===== src/rtl/prodacc_pkg.sv =====
// Shared types and constants for the product accumulator.
package prodacc_pkg;

  typedef enum logic [1:0] {
    IDLE  = 2'd0,
    ACCUM = 2'd1,
    DONE  = 2'd2
  } prodacc_state_t;

  localparam int N_DEF     = 8;
  localparam int ACC_W_DEF = 24;
  localparam int CNT_W_DEF = 16;

  // All-ones value of a w-bit accumulator (w up to 64).
  function automatic logic [63:0] sat_max(input int w);
    if (w >= 64) return '1;
    return (64'd1 << w) - 64'd1;
  endfunction

endpackage


===== src/rtl/prodacc_add_sat.sv =====
// (ACC_W+1)-bit adder with carry out; clamps on carry when PRODACC_SAT_EN is
// defined, otherwise wraps modulo 2^ACC_W.
module prodacc_add_sat
  import prodacc_pkg::*;
#(
  parameter int ACC_W = ACC_W_DEF,
  parameter int PW    = 2 * N_DEF
) (
  input  logic [ACC_W-1:0] acc,
  input  logic [PW-1:0]    prod,
  output logic [ACC_W-1:0] sum,
  output logic             carry
);

  logic [ACC_W:0] full;

  assign full  = {1'b0, acc} + (ACC_W+1)'(prod);
  assign carry = full[ACC_W];

`ifdef PRODACC_SAT_EN
  localparam logic [ACC_W-1:0] ACC_MAX = ACC_W'(sat_max(ACC_W));
  // A clamped acc carries again on any nonzero term, so it stays at max.
  assign sum = carry ? ACC_MAX : full[ACC_W-1:0];
`else
  assign sum = full[ACC_W-1:0];
`endif

endmodule


===== src/rtl/prod_accumulator.sv =====
// Group-sum accumulator for multiplier products with valid/ready in and out.
// Optional clamping on overflow: define PRODACC_SAT_EN.
module prod_accumulator
  import prodacc_pkg::*;
#(
  parameter int N     = N_DEF,
  parameter int ACC_W = ACC_W_DEF,
  parameter int CNT_W = CNT_W_DEF
) (
  input  logic             clk,
  input  logic             rst,
  input  logic             in_valid,
  output logic             in_ready,
  input  logic [2*N-1:0]   in_prod,
  input  logic             in_last,
  output logic             out_valid,
  input  logic             out_ready,
  output logic [ACC_W-1:0] out_sum,
  output logic [CNT_W-1:0] out_count,
  output logic             out_ovf
);

  if (ACC_W < 2 * N) begin : g_bad_acc_w
    $error("ACC_W must be at least 2*N");
  end

  prodacc_state_t   state, nxt;
  logic [ACC_W-1:0] acc, add_sum;
  logic [CNT_W-1:0] count;
  logic             ovf, carry, accept;

  prodacc_add_sat #(.ACC_W(ACC_W), .PW(2*N)) u_add (
    .acc   (acc),
    .prod  (in_prod),
    .sum   (add_sum),
    .carry (carry)
  );

  // Handshake outputs depend on the state register only.
  assign in_ready  = (state != DONE);
  assign out_valid = (state == DONE);
  assign accept    = in_valid & in_ready;

  assign out_sum   = acc;
  assign out_count = count;
  assign out_ovf   = ovf;

  always_comb begin
    nxt = state;
    case (state)
      IDLE, ACCUM: if (accept) nxt = in_last ? DONE : ACCUM;
      DONE:        if (out_ready) nxt = IDLE;
      default:     nxt = IDLE;
    endcase
  end

  always_ff @(posedge clk) begin
    if (rst) begin
      state <= IDLE;
      acc   <= '0;
      count <= '0;
      ovf   <= 1'b0;
    end else begin
      state <= nxt;
      if (accept) begin
        if (state == IDLE) begin
          acc   <= ACC_W'(in_prod);
          count <= CNT_W'(1);
          ovf   <= 1'b0;
        end else begin
          acc   <= add_sum;
          count <= (&count) ? count : count + CNT_W'(1);
          ovf   <= ovf | carry;
        end
      end
    end
  end

endmodule


===== config.mk =====
export PLATFORM = sky130hd
export DESIGN_NAME = prod_accumulator
export DESIGN_NICKNAME = d
export VERILOG_FILES = /design/src/rtl/prodacc_pkg.sv /design/src/rtl/prodacc_add_sat.sv /design/src/rtl/prod_accumulator.sv
export SDC_FILE = /design/constraint.sdc
export NUM_CORES = 1
export LEC_CHECK = 0
export ABC_AREA = 1
export CAP_MARGIN = 40
export CORE_ASPECT_RATIO = 0.5
export CORE_MARGIN = 1
export CORE_UTILIZATION = 28
export DETAILED_ROUTE_END_ITERATION = 16
export PLACE_DENSITY_LB_ADDON = 0.05
export RECOVER_POWER = 25
export SETUP_SLACK_MARGIN = 0.05
export SLEW_MARGIN = 5
export SYNTH_ARGS = -nofsm -noshare
export SYNTH_HDL_FRONTEND = slang
export SYNTH_SLANG_ARGS = --single-unit

===== constraint.sdc =====
create_clock -name clk -period 2.2 [get_ports clk]
set_clock_uncertainty 0.1 [all_clocks]
set_input_delay 0.33 -clock clk [delete_from_list [all_inputs] [get_ports clk]]
set_output_delay 0.33 -clock clk [all_outputs]
set_load 0.02 [all_outputs]

== After elaboration in Yosys (flattened, before gate mapping) ==
Cells that the tools add are included.

* Register bits: 43
* Latch bits: 0
* Memory bits (writable): 0
* ROM bits: 0
* Input port bits: 21
* Output and inout port bits: 43
* Logic and storage cells: 27
* Memories kept: 0

* $add $sub $neg: 2
* Multiply operators: 0
* Div/mod/pow operators: 0
* Magnitude comparators: 0
* Eq/ne operators: 6
* Shift-type cells: 0
* Muxes and demuxes: 8
* Bitwise operators: 2
* Reductions and logical operators: 5

{| class="wikitable"
|+ Operators by type and width
! operator !! number
|-
| 16-bit two-way mux || 2
|-
| 24-bit by 16-bit adder with 25-bit output || 1
|-
| 24-bit two-way mux || 1
|-
| 16-bit by 1-bit adder with 16-bit output, second input constant || 1
|-
| 16-bit AND reduction || 1
|-
| 2-bit two-way mux || 3
|-
| 2-bit != test, second input constant || 3
|-
| 2-bit one-hot mux with 2 select lines || 1
|-
| 2-bit AND reduction || 2
|-
| 2-bit by 1-bit == test with 1-bit output, second input constant || 1
|-
| 2-bit == test, second input constant || 1
|-
| 2-bit logical NOT || 1
|-
| 2-bit by 1-bit != test with 1-bit output, second input constant || 1
|-
| 2-bit OR reduction || 1
|-
| 1-bit bitwise AND || 1
|-
| 1-bit two-way mux || 1
|-
| 1-bit bitwise OR || 1
|}

== Longest topological paths before layout ==
Gate-level depths: netlist of the first run.

* Depth after elaboration: 4
* Depth in mapped cells: 13
* Gate-level depth less buffers: 13

== By module ==
Synthesis of the first run repeated with hierarchy kept, for this count alone.

* Cell total of the unflattened synthesis: 641
* Area, all modules: 3681.0 µm²

{| class="wikitable"
|+ By module, submodules not included
! module !! times used !! cells each !! area an instance (µm²) !! seq. area each (µm²)
|-
| prod_accumulator || 1 || 345 || 2272.2 || 860.8
|-
| prodacc_add_sat || 1 || 296 || 1408.9 || 0.0
|}

== Least setup slack after synthesis of the first run ==
No wires, ideal clock.

* Kind: register -> register
* Start: register acc[0] (netlist: out_sum[0])
* End: register acc[16] (netlist: out_sum[16])
* Library setup time: 123 ps
* Arrival time: 1766 ps
* Data required time: 1977 ps
* Path slack: 212 ps
* Stages on the path, launching flop included: 12
* Buffers on the path: 0
* Clock period less this slack: 1988 ps
* Cell sequence: dfxtp_1 > ha_1 > inv_1 > fa_1 > nor2_1 > nor2_1 > o21bai_1 > nand2_1 > nand2_1 > nand2_1 > nand2_1 > a21oi_1

* Word-level cells in the longest chain between the ends: 2

{| class="wikitable"
|+ RTL lines
! what !! RTL line !! RTL
|-
| start, declared || prod_accumulator.sv:28 || <nowiki>logic [ACC_W-1:0] acc, add_sum;</nowiki>
|-
| start signal, assigned || prod_accumulator.sv:67 || <nowiki>acc <= ACC_W'(in_prod);</nowiki>
|-
| start signal, assigned || prod_accumulator.sv:71 || <nowiki>acc <= add_sum;</nowiki>
|-
| 24-bit by 16-bit adder with 25-bit output || prodacc_add_sat.sv:17 || <nowiki>assign full = {1'b0, acc} + (ACC_W+1)'(prod);</nowiki>
|-
| 24-bit two-way mux || prod_accumulator.sv:66 || <nowiki>if (state == IDLE) begin</nowiki>
|}

Every way passes these cells.
A chain may end at the register's enable or synchronous reset.

== Final worst setup path of the first run ==
* Start: input in_prod[6]
* End: register acc[8] (netlist: out_sum[8])

* Word-level cells in the longest chain between the ends: 2

{| class="wikitable"
|+ RTL lines
! what !! RTL line !! RTL
|-
| start, declared || prod_accumulator.sv:14 || <nowiki>input logic [2*N-1:0] in_prod,</nowiki>
|-
| 24-bit by 16-bit adder with 25-bit output || prodacc_add_sat.sv:17 ||
|-
| 24-bit two-way mux || prod_accumulator.sv:66 ||
|}

Every way passes these cells.

==> results of run 1 <==
## synthesized netlist by cell type, types with 2 or more instances
| cell | instances | area, um2 |
|---|---|---|
| a21oi_1 | 60 | 300 |
| buf_2 | 2 | 10.0 |
| buf_4 | 3 | 22.5 |
| buf_6 | 2 | 22.5 |
| clkbuf_1 | 5 | 18.8 |
| dfxtp_1 | 43 | 861 |
| ha_1 | 17 | 213 |
| inv_1 | 67 | 251 |
| inv_2 | 2 | 7.51 |
| inv_4 | 2 | 12.5 |
| nand2_1 | 163 | 612 |
| nand3_1 | 40 | 200 |
| nand3b_1 | 2 | 15.0 |
| nand4_1 | 4 | 25.0 |
| nor2_1 | 64 | 240 |
| nor2_2 | 2 | 12.5 |
| nor3_1 | 13 | 65.1 |
| o21ai_0 | 14 | 70.1 |
| or2_2 | 2 | 12.5 |
| xor2_1 | 10 | 87.6 |
## cells by family after synthesis
group | Yosys count | share of synthesized area
flops | 43 | 0.269
fa+ha+maj | 18 | 0.0727
simple gates | 298 | 0.394
buf+inv | 83 | 0.108
compound gates | 78 | 0.127
xor+xnor | 11 | 0.0301
## worst max-delay path by stage
stage               startpoint  depth (start not counted)  slack (ns)     endpoint
global route        in_prod[9]                         13        0.03  out_sum[23]
floorplan           out_sum[0]                         11        0.21  out_sum[16]
CTS                 in_prod[0]                         13        0.06  out_sum[18]
finish              in_prod[6]                         12        0.17   out_sum[8]
detailed placement  in_prod[0]                         12       -0.23  out_sum[16]
global placement    in_prod[0]                         14       -0.21  out_sum[18]
## where the power goes
| part | total [mW] | internal (mW) | switching [mW] |
|---|---|---|---|
| registers | 0.846 | 0.811 | 0.0347 |
| logic | 0.804 | 0.372 | 0.432 |
| clock network | 0.805 | 0.455 | 0.350 |
## per-stage QoR
step | area (um2) | worst slack [ns] | total power, mW
after global placement | 4280 | -0.209 | 1.63
after CTS | 4460 | 0.0639 | 2.46
after detailed placement | 4300 | -0.232 | 1.63
after floorplan | 3200 | 0.212 | 1.28
after global routing | 4590 | 0.0340 | 2.63
final | 4590 | 0.173 | 2.45
## critical path, delay by kind of cell
| kind | cells | cell delay (ns) |
|---|---|---|
| buffers and inverters | 4 | 0.78 |
| AO/OA/AOI/OAI | 4 | 0.49 |
| adder cells (fa/ha/maj) | 1 | 0.34 |
| AND/OR/NAND/NOR | 3 | 0.22 |
## per-layer routing
layer / routed length (um) / track usage
met5: 0 / 0
met4: 25 / 0.0242
met3: 496 / 0.0341
met2: 4370 / 0.278
met1: 5220 / 0.241
## state kept, by name, indices dropped and copies added, names as in the netlist
name / flops
out_count: 16
out_ovf: 1
out_sum: 24
state: 2
## cell type report
class	count	area, um2	area share
clock inverter	2	16.3	0.00354
clock buffer	6	139	0.0303
sequential	43	861	0.188
multi-input combinational	405	2130	0.463
tap	145	181	0.0395
timing repair buffer	107	996	0.217
inverter	71	272	0.0591
## timing repair
action,in CTS,in global routing
resized for setup,1,17
pin swaps,0,1
hold buffers,0,0
setup endpoints to repair,1,17
==> impl_metrics.env, run 1 <==
export IMPL_status="completed"
export IMPL_insertion_delay_ns=0.29
export IMPL_crit_path_start_kind="input port"
export IMPL_maxSlewViolCount=0
export IMPL_max_vdd_ir_drop_mv=0.282
export IMPL_overflow=0
export IMPL_fp_row_count=27
export IMPL_ys_warn_count=0
export IMPL_nFillCells=1210
export IMPL_leakagePower_nw=2.02
export IMPL_synth_cells=531
export IMPL_htreeDepth=2
export IMPL_ios=64
export IMPL_drive_above_1_share=0.134
export IMPL_synthDistinctLibCells=34
export IMPL_drt_first_iter_violations=189
export IMPL_post_route_drc_count=0
export IMPL_final_util=0.416
export IMPL_die_width_um=153
export IMPL_worstMarginPinSlew_ns=0.454
export IMPL_setup_viol=0
export IMPL_antenna_left=0
export IMPL_antenna_cells=0
export IMPL_hold_viol=0
export IMPL_initial_core_util=0.290
export IMPL_vias_per_cell=4.62
export IMPL_syn_area_um2=3200
export IMPL_vias=3602
export IMPL_yosysSeqAreaShare=0.269
export IMPL_cpMaxStageDelayCell="clkdlybuf4s50_1"
export IMPL_hold_slack_ns=0.250
export IMPL_crit_fanout=3
export IMPL_cts_buffers=5
export IMPL_cts_root_buf="clkbuf_16"
export IMPL_syn2layout_area_growth_pct=43.4
export IMPL_power_density_nw_per_um2=535
export IMPL_slew_headroom=0.695
export IMPL_hp_start="in_prod[0]"
export IMPL_syn_nets=570
export IMPL_clk_pin_slew_worst_paths_ns=0.07
export IMPL_drv_cap=0
export IMPL_first_global_vias=3301
export IMPL_cts_sinks=43
export IMPL_end_kind="flip-flop"
export IMPL_ctsLongestPathBuffers=2
export IMPL_r2r_start="out_count[0]"
export IMPL_arrival_ns=2.15
export IMPL_wl_um=10100
export IMPL_final_cells=779
export IMPL_nets=672
export IMPL_period_minus_slack_ns=2.03
export IMPL_synth_avg_cell_area_um2=6.03
export IMPL_cp_data_required_time_ns=2.33
export IMPL_slowest_delay_ns=0.43
export IMPL_ys_flop_type="dfxtp_1"
export IMPL_synth_seq_cells=43
export IMPL_final_common_cell="nand2_1"
export IMPL_worstPathCellList="clkdlybuf4s50_1 -> ha_1 -> buf_4 -> nand2_1 -> inv_1 -> nand2_1 -> nand2_1 -> o21bai_1 -> buf_4 -> a21oi_1 -> o21ai_0 -> a21oi_1"
export IMPL_port_buffers=63
export IMPL_post_cts_buffers=0
export IMPL_die_h_um=77.6
export IMPL_design_core_area_um2=11000
export IMPL_grt_max_degree=27
export IMPL_drt_pass1_iterations=4
export IMPL_min_to="out_sum[0]"
export IMPL_rsz0062_at_grt="no"
export IMPL_dp_cells=771
export IMPL_async_reset_ff_frac=0
export IMPL_most_common_layout_cells="160 x nand2_1, 67 x inv_1, 64 x nor2_1"
export IMPL_gp_congestion=0.798
export IMPL_r2r_slack_ns=0.30
export IMPL_synth_edff_count=0
export IMPL_die_area_um2=11900
export IMPL_grt_pass1_wl_um=16300
export IMPL_antenna_found_initial=0
export IMPL_crit_type="input port to flip-flop"
export IMPL_r2r_end="out_count[9]"
export IMPL_tns_ns=0
export IMPL_worst_path_most_repeated_cell="nand2_1"
export IMPL_fmax_ghz=0.493
export IMPL_period_share=0.921
export IMPL_cts_tree="yes"
export IMPL_ff2ff_path_depth=10
export IMPL_hpwl_um=7550
export IMPL_wire_per_inst_um=13.0
export IMPL_hold_depth=3
export IMPL_min_path_type="input port to flip-flop"
export IMPL_grt_use_total=0.172
Power figures use the tool's default switching activity.
==> inputs of run 2 (changes only) <==
- HOLD_SLACK_MARGIN: default -> 0.06
==> results of run 2 <==
Same layout as run 1: the final DEF is identical, and so are final timing and power.
==> inputs of run 3 (changes only) <==
- CORE_UTILIZATION: 28 -> 35
- SLEW_MARGIN: 5 -> 20
- clock period: 2.2 -> 1.7 ns (I/O delays scaled with it)
==> run 3 against run 2 <==
Net effect:
- the flow now finishes with violations (negative setup slack)
- register-to-register slack got worse by 0.45 ns
- die area shrank 20%
- non-clock buffer count increased by 39
- clock power up 48%
- sequential cell count stayed put
- combinational power increased by 63%
- sequential power grew 30%
- wire length up 2.8%
- cell count rose by 1.7%
- worst setup slack got worse by 0.32 ns
- critical endpoint is now out_sum[12]
==> impl_metrics.env, run 3 (synthesis results as in run 1) <==
export IMPL_status="finished with violations"
export IMPL_violations="negative setup slack"
export IMPL_design_core_area_um2=8800
export IMPL_period_minus_slack_ns=1.85
export IMPL_place_ws_ns=-0.555
export IMPL_cts_root_buf="clkbuf_16"
export IMPL_tns_ns=-0.690
export IMPL_drive_above_1_share=0.379
export IMPL_htreeDepth=2
export IMPL_antenna_left=0
export IMPL_nFillCells=844
export IMPL_die_area_um2=9560
export IMPL_clk_pin_slew_worst_paths_ns=0.07
export IMPL_final_cells=792
export IMPL_ios=64
export IMPL_maxSlewViolCount=0
export IMPL_dp_cells=768
export IMPL_ctsLongestPathBuffers=2
export IMPL_fp_row_count=24
export IMPL_gp_congestion=0.873
export IMPL_max_vdd_ir_drop_mv=0.419
export IMPL_drt_pass1_iterations=4
export IMPL_setup_viol=11
export IMPL_end_kind="flip-flop"
export IMPL_grt_use_total=0.221
export IMPL_arrival_ns=1.96
export IMPL_timing_final_ws_setup_ns=-0.146
export IMPL_fmax_ghz=0.542
export IMPL_grt_max_degree=22
export IMPL_insertion_delay_ns=0.29
export IMPL_postCtsHoldBufs=0
export IMPL_overflow=0
export IMPL_drv_cap=0
export IMPL_multi_input_area_um2=2730
export IMPL_drt_first_iter_violations=167
export IMPL_largest_reg_flops=24
export IMPL_hpwl_um=7220
export IMPL_cts_tree="yes"
export IMPL_min_path_type="input port to flip-flop"
export IMPL_cp_data_required_time_ns=1.82
export IMPL_leakagePower_nw=2.54
export IMPL_nets=713
export IMPL_die_width_um=137
export IMPL_hold_slack_ns=0.324
export IMPL_cts_sinks=43
export IMPL_wl_um=10400
export IMPL_antenna_cells=0
export IMPL_final_common_cell="nand2_1"
export IMPL_initial_core_util=0.364
export IMPL_period_share=1.09
export IMPL_port_buffers=63
export IMPL_grt_pass1_wl_um=16800
export IMPL_vias=3857
export IMPL_syn2layout_area_growth_pct=70.5
export IMPL_total_power_mw=3.60
export IMPL_worstMarginPinSlew_ns=0.373
export IMPL_wire_per_inst_um=13.1
export IMPL_vias_per_cell=4.87
export IMPL_crit_path_start_kind="flip-flop"
export IMPL_regArea_um2=892
export IMPL_hold_viol=0
export IMPL_crit_fanout=2
export IMPL_crit_type="flip-flop to flip-flop"
export IMPL_post_route_drc_count=0
export IMPL_antenna_found_initial=0
export IMPL_most_common_layout_cells="119 x nand2_1, 72 x buf_4, 60 x inv_1"
export IMPL_rsz0062_at_grt="yes"
export IMPL_power_density_nw_per_um2=660
export IMPL_first_global_vias=3694
export IMPL_slew_headroom=0.751
export IMPL_cts_buffers=5
export IMPL_die_h_um=69.6
==> run 3: cell types whose count changed in the layout (fill, tap and decap cells not counted), moves of 15 or more <==
cell	previous run	this run
dlygate4sd3_1	15	0
nand2_1	160	119
clkdlybuf4s50_1	47	6
buf_4	42	72
dfxtp_2	0	16
a21oi_2	3	22
a21oi_1	58	38
nand3_1	39	23
nand2_2	4	31
dfxtp_1	43	24
dlygate4sd2_1	0	50
==> run 3: what timing repair did <==
action,4_1_cts,5_1_grt
cloned,1,1
pin swaps,24,35
endpoints found under the setup margin,63,42
setup buffers,9,5
gates resized for setup,117,92
==> run 3: path summary, 6_finish.rpt <==
check / depth (start not counted) / to / from / slack [ns]
setup / recovery: 13 / out_sum[12] / out_sum[0] / -0.15
hold reg to reg: 1 / state[0] / state[1] / 0.35
hold / removal: 3 / out_sum[0] / in_prod[0] / 0.32
setup reg to reg: 13 / out_sum[12] / out_sum[0] / -0.15
==> run 3: area by class of cell <==
| cell class | count | share of cell area |
|---|---|---|
| Tap cell | 117 | 0.0268 |
| Inverter | 71 | 0.0520 |
| Multi-Input combinational cell | 406 | 0.500 |
| Clock buffer | 6 | 0.0254 |
| Clock inverter | 2 | 0.00710 |
| Timing Repair inverter | 1 | 0.00206 |
| Timing Repair Buffer | 146 | 0.224 |
| Sequential cell | 43 | 0.163 |
==> run 3: power breakdown <==
part	switching [mW]	leakage (nW)	internal (mW)
combinational	0.705	2.09	0.609
clock	0.450	0.0875	0.740
sequential	0.0421	0.358	1.06
total	1.20	2.54	2.40
==> run 3: per-stage QoR <==
| step | instance area, um2 | util |
|---|---|---|
| 6_report | 5460 | 0.621 |
| 4_1_cts | 5100 | 0.580 |
| 3_5_place_dp | 4670 | 0.531 |
| 2_1_floorplan | 3430 | - |
| 3_3_place_gp | 4670 | 0.531 |
| 5_1_grt | 5460 | 0.621 |
==> run 3: routing by layer <==
layer / global-route usage / up-vias / routed length, um
met5: 0 / - / 0
met4: 0.0452 / 0 / 119
met3: 0.0409 / 13 / 373
met2: 0.364 / 57 / 4750
met1: 0.300 / 1796 / 5160
li1: - / 1991 / -
==> run 3: worst max-delay path: stages, from the launching register on <==
cell	delay (ns)
dfxtp_4	0.36
ha_4	0.13
inv_2	0.03
fa_2	0.35
nor2_2	0.11
nor2_1	0.05
buf_4	0.14
inv_1	0.06
nand2_2	0.07
nand3_2	0.06
nand2_1	0.05
nand3_1	0.07
nand2_1	0.06
a21oi_1	0.14
